`src/rtl/control_unit.sv`:
```
// Main decoder for the single-cycle MIPS-style datapath, plus a legal-instruction counter.
// Optional illegal-opcode tracking is enabled by defining CTRL_ILLEGAL_TRAP_EN.
module control_unit (
   input  logic        clk,
   input  logic        rst,
   input  logic [5:0]  opcode,
   output logic [1:0]  RegDst,
   output logic        Jump,
   output logic        Branch,
   output logic        MemRead,
   output logic        MemWrite,
   output logic        ALUSrc,
   output logic        RegWrite,
   output logic        jr_control,
   output logic [1:0]  MemtoReg,
   output logic [1:0]  ALUOp,
   output logic        illegal,
   output logic        illegal_sticky,
   output logic [31:0] insn_count
);

   localparam logic [5:0] OP_RTYPE = 6'h00;
   localparam logic [5:0] OP_J     = 6'h02;
   localparam logic [5:0] OP_JAL   = 6'h03;
   localparam logic [5:0] OP_BEQ   = 6'h04;
   localparam logic [5:0] OP_BNE   = 6'h05;
   localparam logic [5:0] OP_BLE   = 6'h06;
   localparam logic [5:0] OP_BGT   = 6'h07;
   localparam logic [5:0] OP_ADDI  = 6'h08;
   localparam logic [5:0] OP_ADDIU = 6'h09;
   localparam logic [5:0] OP_SLTI  = 6'h0A;
   localparam logic [5:0] OP_ANDI  = 6'h0C;
   localparam logic [5:0] OP_ORI   = 6'h0D;
   localparam logic [5:0] OP_JR    = 6'h11;
   localparam logic [5:0] OP_LW    = 6'h23;
   localparam logic [5:0] OP_SW    = 6'h2B;

   logic legal;

   // Unknown opcodes fall through with every enable at 0, i.e. a NOP.
   always_comb begin
      RegDst     = 2'b00;
      Jump       = 1'b0;
      Branch     = 1'b0;
      MemRead    = 1'b0;
      MemWrite   = 1'b0;
      ALUSrc     = 1'b0;
      RegWrite   = 1'b0;
      jr_control = 1'b0;
      MemtoReg   = 2'b00;
      ALUOp      = 2'b00;
      legal      = 1'b1;
      case (opcode)
         OP_RTYPE: begin
            RegDst   = 2'b01;
            RegWrite = 1'b1;
            ALUOp    = 2'b10;
         end
         OP_ADDI, OP_ADDIU, OP_SLTI, OP_ANDI, OP_ORI: begin
            ALUSrc   = 1'b1;
            RegWrite = 1'b1;
            ALUOp    = 2'b11;
         end
         OP_LW: begin
            ALUSrc   = 1'b1;
            MemRead  = 1'b1;
            MemtoReg = 2'b01;
            RegWrite = 1'b1;
         end
         OP_SW: begin
            ALUSrc   = 1'b1;
            MemWrite = 1'b1;
         end
         OP_BEQ, OP_BNE, OP_BLE, OP_BGT: begin
            Branch = 1'b1;
            ALUOp  = 2'b01;
         end
         OP_J:    Jump = 1'b1;
         OP_JAL: begin
            Jump     = 1'b1;
            RegWrite = 1'b1;
            RegDst   = 2'b10;
            MemtoReg = 2'b10;
         end
         OP_JR:   jr_control = 1'b1;
         default: legal = 1'b0;
      endcase
      // Reset masks the datapath regardless of opcode.
      if (rst) begin
         RegDst     = 2'b00;
         Jump       = 1'b0;
         Branch     = 1'b0;
         MemRead    = 1'b0;
         MemWrite   = 1'b0;
         ALUSrc     = 1'b0;
         RegWrite   = 1'b0;
         jr_control = 1'b0;
         MemtoReg   = 2'b00;
         ALUOp      = 2'b00;
      end
   end

   always_ff @(posedge clk) begin
      if (rst)
         insn_count <= 32'd0;
      else if (legal)
         insn_count <= insn_count + 32'd1;
   end

`ifdef CTRL_ILLEGAL_TRAP_EN
   assign illegal = ~rst & ~legal;

   always_ff @(posedge clk) begin
      if (rst)
         illegal_sticky <= 1'b0;
      else if (illegal)
         illegal_sticky <= 1'b1;
   end
`else
   assign illegal        = 1'b0;
   assign illegal_sticky = 1'b0;
`endif

endmodule

```
`config.mk`:
```
export PLATFORM = sky130hd
export DESIGN_NAME = control_unit
export DESIGN_NICKNAME = d
export VERILOG_FILES = /design/src/rtl/control_unit.sv
export SDC_FILE = /design/constraint.sdc
export NUM_CORES = 1
export LEC_CHECK = 0
export ABC_CLOCK_PERIOD_IN_PS = 2100
export CAP_MARGIN = 20
export CORE_ASPECT_RATIO = 1.4
export CORE_MARGIN = 1.5
export CORE_UTILIZATION = 57
export CTS_CLUSTER_DIAMETER = 200
export CTS_CLUSTER_SIZE = 20
export DETAILED_ROUTE_END_ITERATION = 8
export DONT_BUFFER_PORTS = 1
export GPL_ROUTABILITY_DRIVEN = 0
export PLACE_DENSITY_LB_ADDON = 0.05
export SLEW_MARGIN = 20
export SYNTH_ARGS = -nofsm -noshare
export SYNTH_HDL_FRONTEND = slang
export SYNTH_SLANG_ARGS = --single-unit
```
`constraint.sdc`:
```
create_clock -name clk -period 2.1 [get_ports clk]
set_input_delay 0.42 -clock clk [delete_from_list [all_inputs] [get_ports clk]]
set_output_delay 0.42 -clock clk [all_outputs]
set_load 0.05 [all_outputs]
```
======== Word-level counts from Yosys, hierarchy flattened ========
Cells that the tools add are included.
word-level totals
  output and inout bits ................... 47
  flip-flop bits (word level) ............. 32
  word-level logic and storage cells ...... 44
  bits of input ports ..................... 8
cells by class
  reductions and logical operators ........ 7
  add/subtract/negate cells ............... 1
  mux-type cells .......................... 21
  eq/ne operators ......................... 14
operators by type and width
  operator                                              number
  adder 32 x 1 -> 32 bit (second input constant)        1
  equality test 6 x 4 -> 1 bit (second input constant)  5
  equality test 6 x 3 -> 1 bit (second input constant)  4
  two-way mux 1 bit                                     15
  OR reduction 15 bit                                   1
  equality test 6 x 2 -> 1 bit (second input constant)  2
  equality test 6 bit (second input constant)           2
  one-hot mux 2 bit (2 select lines)                    2
  OR reduction 8 bit                                    1
  OR reduction 7 bit                                    1
  equality test 6 x 5 -> 1 bit (second input constant)  1
  logical NOT 6 bit                                     1
  two-way mux 2 bit                                     3
  one-hot mux 2 bit (3 select lines)                    1
  OR reduction 5 bit                                    1
  OR reduction 4 bit                                    1
  OR reduction 2 bit                                    1

======== Longest topological paths before layout ========
  depth after elaboration ................. 4
  gate-level depth with buffers ........... 7
  depth with buffers taken out ............ 5

======== Least setup slack after synthesis ========
OpenSTA, ideal clock, no wires.
  path kind ............................... input port to output port
  start ................................... in opcode[2]
  end ..................................... out RegWrite
  required time ........................... 1,680 ps
  stages on the path ...................... 5
  path buffers ............................ 1
  arrival time ............................ 2,444 ps
  slack ................................... -764 ps
  cell sequence ........................... buf_2 > or2_1 > maj3_1 > o32a_1 > nor3_1
on the way
  cells in the longest elaborated chain, start to end .. 4
  elaborated cells between the ends (all ways) .. 11
ends and longest elaborated chain
  item                                                        RTL line  text
  start: declaration                                          6         input logic [5:0] opcode,
  equality test 6 x 2 -> 1 bit, or another cell as far along  53        case (opcode)
  OR reduction 8 bit (no source line) (*)                     --
  two-way mux 1 bit (*)                                       53
  two-way mux 1 bit (*)                                       89        if (rst) begin
  end: declaration                                            13        output logic RegWrite,
Mark *: on every way between the ends. The rest lies on a longest branch, timed or not.

======== Final worst setup path ========
  start ................................... in opcode[0]
  end ..................................... out RegWrite
The elaborated chain is that of the path after synthesis.

==> flow_metrics.py <==
metrics = {
    "worst_setup_path": {
        "crit_chain": "or2_4 > maj3_1 > o32a_1 > nor3_4 > buf_12",
        "cp-end-kind": "output pin",
        "critPathArrivalTime_ns": 1.58,
        "critical_path_required_ns": 1.68,
        "regToRegEndpoint": "insn_count[26]",
        "critPathSlowestCell": "maj3_1",
        "reg2reg_slack_ns": 0.15,
        "path_max_fanout": 5,
        "worstReg2RegStart": "insn_count[0]",
        "worstSetupStartpointType": "input pin",
        "slowest_delay_ns": 0.38,
        "reg2reg_depth": 5,
        "crit_start": "opcode[0]",
        "critical_path_class": "input pin to output pin",
    },
    "sta": {
        "max_slew.worst_pin.slew_ns": 0.550,
        "setup_viol": 0,
        "fin_crit_sh_pct": 95.5,
        "setup_tns_ns": 0,
        "report.final.slew_viol_count": 0,
        "fin_crit_ns": 2.00,
        "relSlewSlack_pct": 63.3,
        "fmax_ghz": 0.499,
        "final-hold-violation-count": 0,
        "finClkSkew_ns": 0.00426,
        "worst_slack_ns": 0.0952,
    },
    "clocking": {
        "cts_setup_buffers": 0,
        "clockBufferDepth": 2,
        "cts_root_buffer": "clkbuf_8",
        "htree_num_levels": 2,
        "cts_tree": "done",
        "numCtsBuffers": 5,
        "clock_latency_ns": 0.28,
        "cts_hold_buf": 0,
        "clock_sink_count": 32,
        "cts_resized": 0,
        "path_clk_slew_ns": 0.06,
    },
    "synth": {
        "netlist_instances": 256,
        "yosysUniqueCellTypes": 42,
        "synth_area_per_cell_sq_um": 8.47,
        "synth-seq-area-share_pct": 29.5,
        "netlist_area_sq_um": 2170,
        "ys_warn_count": 0,
        "synth-seq-cells": 32,
    },
    "grt": {
        "grt_pass1_wl_mm": 8.25,
        "grt-ovfl-total": 0,
        "grtUsageTotal_pct": 25.9,
        "antenna_found_initial": 0,
        "grt_pass1_vias": 1882,
        "grt_start_max_net_pins": 67,
    },
    "worst_hold_path": {
        "whs_endpoint": "insn_count[2]",
        "hp-start": "rst",
        "whs_path_depth": 1,
        "min_path_type": "input pin to register",
    },
    "layout": {
        "nFillCells": 279,
        "regArea_sq_um": 656,
        "reg_top3": "insn_count: 32 flops",
        "layout_common_cells": "buf_4 (44), nor2_1 (37), nor2b_1 (28), mux2_1 (28)",
        "n_antenna_cell": 0,
        "instances_no_fill": 336,
        "multi_input_area_sq_um": 1530,
        "top_register": "insn_count",
        "final_nets": 305,
        "largest_reg_flops": 32,
        "drive_above_1_share_pct": 33.0,
        "layout_commonest_cell": "buf_4",
        "syn_to_final_growth_pct": 24.6,
    },
    "pwr": {
        "leakage_nw": 1.08,
        "power.density_nw_per_um2": 423,
        "ir_drop_mv": 0.607,
    },
    "detailed_routing": {
        "detail-route-antenna-nets": 0,
        "wire_per_inst_um": 14.8,
        "num_vias": 1993,
        "first_pass_iters": 4,
        "vias_per_cell": 5.93,
        "drt_iter0_drc": 61,
        "drc": 0,
        "wl_mm": 4.98,
    },
    "placement": {
        "io_buffers": 0,
        "dp_slack_ns": 0.0935,
        "hpwl_mm": 3.67,
        "placed_cells": 331,
    },
    "floorplan": {
        "io_pins": 55,
        "num_rows": 26,
        "core_region_area_sq_um": 3640,
        "initial_core_util_pct": 59.5,
        "die_area_sq_um": 4190,
        "die_x_um": 55.1,
        "die_h_um": 76.0,
    },
    "outcome": {
        "outcome": "complete, no violations",
    },
    "run": {
        "drv_cap": 0,
    },
}
[synth_stat cells (all sizes together)]
master,n,area share [%]
a2111oi,6,4.2
a211oi,11,5.4
a21boi,1,0.35
a21o,3,1.0
a21oi,14,3.8
and2,2,0.58
and3,3,0.87
and4,1,0.40
and4bb,1,0.58
buf,7,2.0
clkbuf,8,1.4
conb,1,0.17
dfxtp,32,30
ha,1,0.58
inv,2,0.35
maj3,1,0.46
mux2,28,15
nand2,21,4.0
nand3,11,2.5
nand4,9,2.9
nor2,40,6.9
nor2b,28,8.1
nor3,10,2.3
nor3b,1,0.87
o2111ai,1,0.40
o211ai,2,0.69
o21ai,2,0.46
o21ba,1,0.46
o21bai,2,1.2
o22a,1,0.40
o2bb2ai,1,1.3
o32a,1,0.46
or2,1,0.29
or3,2,0.58
[worst max path at each step]
stage                     end  cells after the start
3_3_place_gp         RegWrite                      5
2_1_floorplan        ALUOp[1]                      4
6_report             RegWrite                      5
4_1_cts              RegWrite                      5
5_1_grt        insn_count[16]                      5
3_5_place_dp         RegWrite                      5
[routing by layer]
metal	wire length, um	track usage [%]	part of all wire (%)
met5	0	0	0
met4	106	10.0	2.1
met3	311	7.06	6.2
met2	2640	43.0	53
met1	1920	30.3	39
[critical path, delay by kind of cell]
kind            cells  cell delay [ns]
compound gates      1             0.22
simple gates        2             0.41
fa+ha+maj           1             0.38
buf+inv             1             0.16
[where the power goes]
group | internal, W | switching, W | total, W
Clock | 0.000213 | 0.000199 | 0.000412
Combinational | 0.0000435 | 0.0000744 | 0.000118
Sequential | 0.000609 | 0.00000363 | 0.000613
Total | 0.000866 | 0.000277 | 0.00114
[layout make-up]
cell class / instances / share of cell area (%)
inverter: 2 / 0.278
clock buffer: 5 / 2.55
sequential: 32 / 24.3
timing repair buffer: 47 / 14.4
tap: 42 / 1.94
multi-input combinational: 208 / 56.5
[cell families after synthesis]
| family | count (synthesis) | share of synthesized area [%] |
|---|---|---|
| compound gates | 46 | 20.1 |
| fa+ha+maj | 2 | 1.04 |
| buf+inv | 17 | 3.75 |
| flops | 32 | 29.5 |
| mux | 28 | 14.5 |
| other cells | 1 | 0.173 |
| simple gates | 130 | 30.9 |
[through the flow]
stage | hold slack (ns) | area, sq um | util, % | total power (W)
after floorplan | 0.607 | 2260 | - | 0.000744
after global placement | 0.489 | 2620 | 72.0 | 0.000742
after detailed placement | 0.490 | 2620 | 72.0 | 0.000744
after CTS | 0.195 | 2690 | 73.9 | 0.00116
after global routing | 0.197 | 2700 | 74.2 | 0.00119
final | 0.215 | 2700 | 74.2 | 0.00114
Note: power is estimated with default switching activity, not from simulation.
